File: config.mk
export PLATFORM = sky130hd
export DESIGN_NAME = alu_share_arbiter
export DESIGN_NICKNAME = d
export VERILOG_FILES = /design/src/rtl/alu_share_arbiter.sv
export SDC_FILE = /design/constraint.sdc
export NUM_CORES = 1
export LEC_CHECK = 0
export ABC_CLOCK_PERIOD_IN_PS = 4000
export CAP_MARGIN = 20
export CORE_UTILIZATION = 33
export DETAILED_ROUTE_END_ITERATION = 7
export DONT_BUFFER_PORTS = 1
export PLACE_DENSITY = 0.57
export SLEW_MARGIN = 30
export SYNTH_ARGS = -nofsm -noshare
export SYNTH_HDL_FRONTEND = slang
export SYNTH_SLANG_ARGS = --single-unit
File: constraint.sdc
create_clock -name i_clk -period 4 [get_ports i_clk]
set_input_delay 0.8 -clock i_clk [delete_from_list [all_inputs] [get_ports i_clk]]
set_output_delay 0.8 -clock i_clk [all_outputs]
set_load 0.02 [all_outputs]
File: src/rtl/alu_share_arbiter.sv
// alu_share_arbiter
//   Shares one external combinational ALU between two requesters (port 0 = execute stage,
//   port 1 = auxiliary/debug unit) with round-robin arbitration and valid/ready handshakes.
//   Operands are registered before the ALU and the result is registered after it, so
//   exactly one operation is in flight: IDLE -> EXEC -> RESP -> IDLE.
//   Owns the architectural status register {Z,C,N,V}; only ops with S set update it.
//
// Ports
//   i_clk, i_rst                    clock (rising edge), synchronous active-high reset
//   i_reqN_valid / o_reqN_ready     request handshake, N = 0,1 (ready is combinational)
//   i_reqN_cmd/_a/_b/_s             ALU command, operands, status-write enable
//   o_resp_valid / i_resp_ready     response handshake
//   o_resp_id/_data/_status         owning requester, registered ALU result and flags
//   o_alu_in1/_in2/_command/_cin    latched operands to the ALU, carry-in from status
//   i_alu_out, i_alu_status         ALU result and flags {Z,C,N,V}
//   o_status_reg                    architectural flags {Z,C,N,V}

module alu_share_arbiter #(
   parameter int unsigned DATA_W = 32,
   parameter int unsigned CMD_W  = 4
) (
   input  logic              i_clk,
   input  logic              i_rst,
   input  logic              i_req0_valid,
   output logic              o_req0_ready,
   input  logic [CMD_W-1:0]  i_req0_cmd,
   input  logic [DATA_W-1:0] i_req0_a,
   input  logic [DATA_W-1:0] i_req0_b,
   input  logic              i_req0_s,
   input  logic              i_req1_valid,
   output logic              o_req1_ready,
   input  logic [CMD_W-1:0]  i_req1_cmd,
   input  logic [DATA_W-1:0] i_req1_a,
   input  logic [DATA_W-1:0] i_req1_b,
   input  logic              i_req1_s,
   output logic              o_resp_valid,
   input  logic              i_resp_ready,
   output logic              o_resp_id,
   output logic [DATA_W-1:0] o_resp_data,
   output logic [3:0]        o_resp_status,
   output logic [DATA_W-1:0] o_alu_in1,
   output logic [DATA_W-1:0] o_alu_in2,
   output logic [CMD_W-1:0]  o_alu_command,
   output logic              o_alu_cin,
   input  logic [DATA_W-1:0] i_alu_out,
   input  logic [3:0]        i_alu_status,
   output logic [3:0]        o_status_reg
);

   typedef enum logic [1:0] {StIdle, StExec, StResp} state_t;

   state_t            r_state;
   logic              r_last_grant;
   logic              r_s;
   logic [DATA_W-1:0] r_alu_in1;
   logic [DATA_W-1:0] r_alu_in2;
   logic [CMD_W-1:0]  r_alu_cmd;
   logic              r_resp_valid;
   logic              r_resp_id;
   logic [DATA_W-1:0] r_resp_data;
   logic [3:0]        r_resp_status;
   logic [3:0]        r_status_reg;

   logic w_idle;
   logic w_grant0;
   logic w_grant1;

   // A lone requester always wins; on contention the one not granted last time wins.
   assign w_idle   = (r_state == StIdle);
   assign w_grant0 = i_req0_valid & (~i_req1_valid | r_last_grant);
   assign w_grant1 = i_req1_valid & (~i_req0_valid | ~r_last_grant);

   assign o_req0_ready  = w_idle & w_grant0;
   assign o_req1_ready  = w_idle & w_grant1;
   assign o_resp_valid  = r_resp_valid;
   assign o_resp_id     = r_resp_id;
   assign o_resp_data   = r_resp_data;
   assign o_resp_status = r_resp_status;
   assign o_alu_in1     = r_alu_in1;
   assign o_alu_in2     = r_alu_in2;
   assign o_alu_command = r_alu_cmd;
   // Only one op is in flight, so the carry seen here is always the last S-op's carry.
   assign o_alu_cin     = r_status_reg[2];
   assign o_status_reg  = r_status_reg;

   always_ff @(posedge i_clk) begin
      if (i_rst) begin
         r_state       <= StIdle;
         r_last_grant  <= 1'b1;
         r_s           <= 1'b0;
         r_alu_in1     <= '0;
         r_alu_in2     <= '0;
         r_alu_cmd     <= '0;
         r_resp_valid  <= 1'b0;
         r_resp_id     <= 1'b0;
         r_resp_data   <= '0;
         r_resp_status <= '0;
         r_status_reg  <= '0;
      end else begin
         case (r_state)
            StIdle: begin
               if (w_grant0 | w_grant1) begin
                  r_alu_in1    <= w_grant1 ? i_req1_a   : i_req0_a;
                  r_alu_in2    <= w_grant1 ? i_req1_b   : i_req0_b;
                  r_alu_cmd    <= w_grant1 ? i_req1_cmd : i_req0_cmd;
                  r_s          <= w_grant1 ? i_req1_s   : i_req0_s;
                  // last_grant doubles as the id of the op in flight
                  r_last_grant <= w_grant1;
                  r_state      <= StExec;
               end
            end
            StExec: begin
               r_resp_data   <= i_alu_out;
               r_resp_status <= i_alu_status;
               r_resp_id     <= r_last_grant;
               r_resp_valid  <= 1'b1;
               if (r_s) begin
                  r_status_reg <= i_alu_status;
               end
               r_state <= StResp;
            end
            StResp: begin
               if (i_resp_ready) begin
                  r_resp_valid <= 1'b0;
                  r_state      <= StIdle;
               end
            end
            default: r_state <= StIdle;
         endcase
      end
   end

endmodule

==> results of run 1 <==
[metal layers]
metal,part of all wire,vias up
met5,0,-
met4,0.028,0
met3,0.10,28
met2,0.50,249
met1,0.37,1982
li1,-,2013
[final cells by class]
cell class	instances	area [um2]	share of cell area
sequential	114	2280	0.394
clock inverter	9	150	0.0259
multi-input combinational	418	2560	0.442
tap	188	235	0.0406
timing repair buffer	9	67.6	0.0117
clock buffer	23	498	0.0860
[cell families (layout without fill, tap and decap cells)]
| group | count (synthesis) | after routing | synth area share |
|---|---|---|---|
| AND/OR/NAND/NOR | 234 | 234 | 0.179 |
| AO/OA/AOI/OAI | 184 | 184 | 0.317 |
| flip-flops | 114 | 114 | 0.445 |
| buffers and inverters | 61 | 41 | 0.0597 |
[critical path: stages, from the launching register on]
cell	delay (ps)
dfxtp_1	380
nor2_4	140
buf_4	370
nand2_1	130
nor2_1	350
[worst max-delay path by stage]
stage,endpoint,slack [ps],depth (start not counted),startpoint
2_1_floorplan,o_req1_ready,1430,4,i_req1_valid
3_5_place_dp,o_req1_ready,1580,2,i_req1_valid
6_report,o_req0_ready,1400,4,r_state[1]
5_1_grt,o_req0_ready,1280,4,r_state[1]
4_1_cts,o_req0_ready,1380,4,r_state[1]
3_3_place_gp,o_req1_ready,1570,2,i_req1_valid
[synth_stat cells, drive strengths merged (2+ instances only)]
library cell | count | area, um2
dfxtp | 114 | 2280
a21oi | 111 | 556
nand3 | 4 | 20.0
nor2 | 3 | 13.8
a311oi | 69 | 1040
nand2 | 217 | 815
nor2b | 3 | 18.8
nand3b | 2 | 15.0
clkbuf | 39 | 146
buf | 22 | 160
[power by group]
group | switching [mW] | internal, mW
logic | 0.276 | 0.172
registers | 0.235 | 1.26
clock network | 0.513 | 1.12
==> results.py, run 1 <==
metrics = {
    "outcome": {
        "status": "completed",
    },
    "global_route": {
        "grt_overflow": 0,
        "grt_max_degree": 115,
        "grt_usage": 0.171,
        "grt_pass1_vias": 4087,
        "busiest_layer": "met2",
        "grt.met2_usage": 0.298,
        "grt_pass1_wl_um": 21000,
        "grt_use_met3": 0.0709,
        "antenna_found_initial": 0,
        "use_met1": 0.173,
    },
    "clock_network": {
        "cts_tree": "yes",
        "cts-buffers-inserted": 17,
        "htreeDepth": 4,
        "ctsHoldBuffers": 0,
        "cts_max_path_buffers": 2,
        "path_clk_slew_ps": 50,
        "cts_setup_buffers": 0,
        "clock_latency_ps": 400,
        "cts-root-buf": "clkbuf_16",
        "clock_sinks": 114,
        "cts_resized": 0,
    },
    "detailed_routing": {
        "routed_via_density": 5.61,
        "vias": 4272,
        "drt-total-wl_um": 14300,
        "ant_nets": 0,
        "drtIter0Drc": 190,
        "wl_per_cell_um": 18.7,
        "dr.pass1.iters": 4,
        "drcViolationCount": 0,
    },
    "placed_design": {
        "place_congestion": 0.743,
        "port_buffers": 0,
        "placedInstanceArea_mm2": 0.00514,
        "dp_cells": 729,
        "dp_hpwl_um": 9530,
        "pre_cts_slack_ps": 1580,
    },
    "timing": {
        "tns_ps": 0,
        "fmax_ghz": 0.384,
        "period_minus_slack_ps": 2600,
        "setup_slack_ps": 1400,
        "rsz0062_at_grt": "no",
        "finalSetupViolCount": 0,
        "relSlewSlack": 0.494,
        "finalHoldViolations": 0,
        "whs_ps": 460,
        "tightest_slew_ps": 754,
        "fin_crit_sh": 0.650,
        "finalMaxSlewViolations": 0,
        "skew_ps": 6.25,
    },
    "floorplanning": {
        "rows": 45,
        "die_h_um": 127,
        "core-area_mm2": 0.0152,
        "start_util": 0.338,
        "io_pins": 292,
        "dieWidth_um": 127,
        "fp.dieArea_mm2": 0.0161,
    },
    "finish": {
        "final_util": 0.381,
        "drive_above_1_share": 0.201,
        "mostFrequentLayoutCells": "nand2_1 (217), dfxtp_1 (114), a21oi_1 (111)",
        "final_common_cell": "nand2_1",
        "fin_cells": 761,
        "syn_to_final_growth_pct": 12.8,
        "finalNetCount": 739,
        "postLayoutCellArea_mm2": 0.00579,
        "n_fill_cell": 1514,
        "antennaDiodeCount": 0,
    },
    "synthesis": {
        "ys_warn_count": 0,
        "syn_area_per_cell_um2": 8.66,
        "synth_edf_count": 0,
        "synth_nets": 772,
        "postSynth.asyncResetShare": 0,
        "netlist_instances": 593,
        "synth_top_flop_cell": "dfxtp_1",
        "yosysSeqAreaShare": 0.445,
        "syn-cell-area_mm2": 0.00513,
        "ys_seq_elements": 114,
        "ys_types": 23,
    },
    "setup_path": {
        "cp.required_ps": 3200,
        "r2r-start": "r_state[1]",
        "worstSetupEndpointType": "primary output",
        "worstRegToRegCells": 5,
        "r2r_end": "o_alu_in2[31]",
        "rrSetupSlack_ps": 1680,
        "worstPathMaxFanout": 38,
        "crit_path_start_kind": "flop",
        "critPathKind": "reg -> out",
        "arrival_ps": 1800,
    },
    "pwr": {
        "ir_drop_mv": 0.287,
        "power_density_mw_per_mm2": 617,
        "total_power_mw": 3.58,
        "leakagePower_nw": 2.03,
    },
    "worst_hold_path": {
        "min_from": "i_rst",
        "hold_depth": 1,
        "hold-path-endpoint": "o_alu_in2[9]",
        "hold_path.class": "in -> reg",
    },
    "flow_run": {
        "cap_viol_max_count": 0,
    },
}
Power figures use the tool's default switching activity.
==> run 2, diff against run 1 <==
ABC_CLOCK_PERIOD_IN_PS = 2700   (was 4000)
clock period = 2.7 ns   (was 4 ns; I/O delays follow)
==> run 2 against run 1 <==
  * First-iteration DRC count increased by 6.8%
  * Register-to-register slack worse by 920 ps
  * Wire length increased by 2.8%
  * Sequential share of layout area down 0.14 points
  * Clock skew about the same
  * Die area did not move
  * Critical path type unchanged
  * Global-route usage rose by 0.75 points
  * Sequential power rose by 48%
  * Power up 49%
  * Final area up 0.37%
  * Critical endpoint unchanged
==> results.py, run 2 (synthesized netlist as in run 1, its figures left out) <==
metrics = {
    "timing": {
        "finalSetupViolCount": 0,
        "fmax_ghz": 0.434,
        "setup_slack_ps": 398,
        "period_minus_slack_ps": 2300,
        "finalHoldViolations": 0,
        "finalMaxSlewViolations": 0,
        "skew_ps": 6.06,
        "tns_ps": 0,
        "tightest_slew_ps": 855,
        "rsz0062_at_grt": "no",
        "relSlewSlack": 0.430,
        "fin_crit_sh": 0.853,
    },
    "placed_design": {
        "place_congestion": 0.726,
        "pre_cts_slack_ps": 661,
        "dp_hpwl_um": 9890,
        "placedInstanceArea_mm2": 0.00517,
        "port_buffers": 0,
    },
    "setup_path": {
        "slowest_stage": "dfxtp_1",
        "worstSetupEndpointType": "primary output",
        "arrival_ps": 1760,
        "critPathKind": "reg -> out",
        "crit_chain": "nor2_4, buf_4, nand2_1, nor2_1",
        "crit_path_start_kind": "flop",
        "critPathMaxStageDelay_ps": 380,
        "rrSetupSlack_ps": 760,
        "cp.required_ps": 2160,
        "worstPathMaxFanout": 32,
    },
    "detailed_routing": {
        "ant_nets": 0,
        "drtIter0Drc": 203,
        "vias": 4305,
        "drcViolationCount": 0,
        "drt-total-wl_um": 14600,
        "dr.pass1.iters": 4,
        "wl_per_cell_um": 19.2,
        "routed_via_density": 5.63,
    },
    "pwr": {
        "ir_drop_mv": 0.453,
        "power_frac_comb": 0.127,
        "leakagePower_nw": 2.03,
        "switchingPower_mw": 1.58,
        "clkPwrFrac": 0.457,
        "total_power_mw": 5.32,
        "pwr-share-seq": 0.416,
        "power_switching_share": 0.297,
        "power_density_mw_per_mm2": 915,
        "p_int_mw": 3.74,
    },
    "clock_network": {
        "clock_sinks": 114,
        "cts_setup_buffers": 0,
        "htreeDepth": 4,
        "clock_latency_ps": 410,
        "ctsHoldBuffers": 0,
        "cts_tree": "yes",
        "path_clk_slew_ps": 60,
        "cts-root-buf": "clkbuf_16",
        "cts_resized": 0,
        "cts-buffers-inserted": 17,
        "cts_max_path_buffers": 2,
    },
    "global_route": {
        "grt_pass1_wl_um": 21800,
        "grt_usage": 0.178,
        "grt_max_degree": 115,
        "grt_pass1_vias": 4089,
        "grt_overflow": 0,
        "antenna_found_initial": 0,
    },
    "flow_run": {
        "cap_viol_max_count": 0,
    },
    "finish": {
        "drive_above_1_share": 0.207,
        "n_fill_cell": 1571,
        "layout.area.seq_mm2": 0.00228,
        "multi_input_area_mm2": 0.00256,
        "final_common_cell": "nand2_1",
        "antennaDiodeCount": 0,
        "mostFrequentLayoutCells": "nand2_1 (217), dfxtp_1 (114), a21oi_1 (111)",
        "syn_to_final_growth_pct": 13.3,
        "finalNetCount": 742,
        "postLayoutCellArea_mm2": 0.00581,
    },
    "floorplanning": {
        "rows": 45,
        "io_pins": 292,
        "die_h_um": 127,
        "fp.dieArea_mm2": 0.0161,
        "start_util": 0.338,
        "core-area_mm2": 0.0152,
        "dieWidth_um": 127,
    },
    "worst_hold_path": {
        "hold_path.class": "in -> reg",
    },
    "outcome": {
        "status": "completed",
    },
}
-- run 2: stage by stage --
step            util  hold WS (ps)  cells
3_5_place_dp   0.340           543    732
5_1_grt        0.382           172    764
3_3_place_gp   0.340           538    732
4_1_cts        0.382           179    764
2_1_floorplan      -           482    593
6_report       0.382           190    764
-- run 2: critical path: cells and delay by family, from the launching register on --
kind | cells | cell delay [ps]
buffers and inverters | 1 | 340
DFF | 1 | 380
and+or+nand+nor | 3 | 620
-- run 2: path summary, 6_finish.rpt --
path	to	cells past startpoint	start
setup / recovery	o_req0_ready	4	r_state[1]
hold / removal	o_alu_in2[15]	1	i_rst
setup reg to reg	o_alu_in1[17]	4	r_state[1]
hold reg to reg	o_resp_data[28]	2	o_resp_data[28]
-- run 2: metal layers --
metal / global-route usage / part of all wire
met3: 0.0696 / 0.099
met5: 0 / 0
met4: 0.0910 / 0.024
met2: 0.309 / 0.50
met1: 0.188 / 0.38
-- run 2: power groups by stage --
stage / sequential (mW) / combinational (mW) / clock, mW
2_1_floorplan: 2.19 / 0.626 / 0
6_report: 2.21 / 0.675 / 2.43
5_1_grt: 2.23 / 0.748 / 2.58
3_3_place_gp: 2.24 / 0.655 / 0
4_1_cts: 2.21 / 0.684 / 2.49
3_5_place_dp: 2.25 / 0.685 / 0
-- run 2: final cells by class --
cell class                      count  share of cell area
Multi-Input combinational cell    418               0.440
Sequential cell                   114               0.393
Clock buffer                       20              0.0803
Tap cell                          188              0.0405
Clock inverter                     12              0.0310
Timing Repair Buffer               12              0.0155
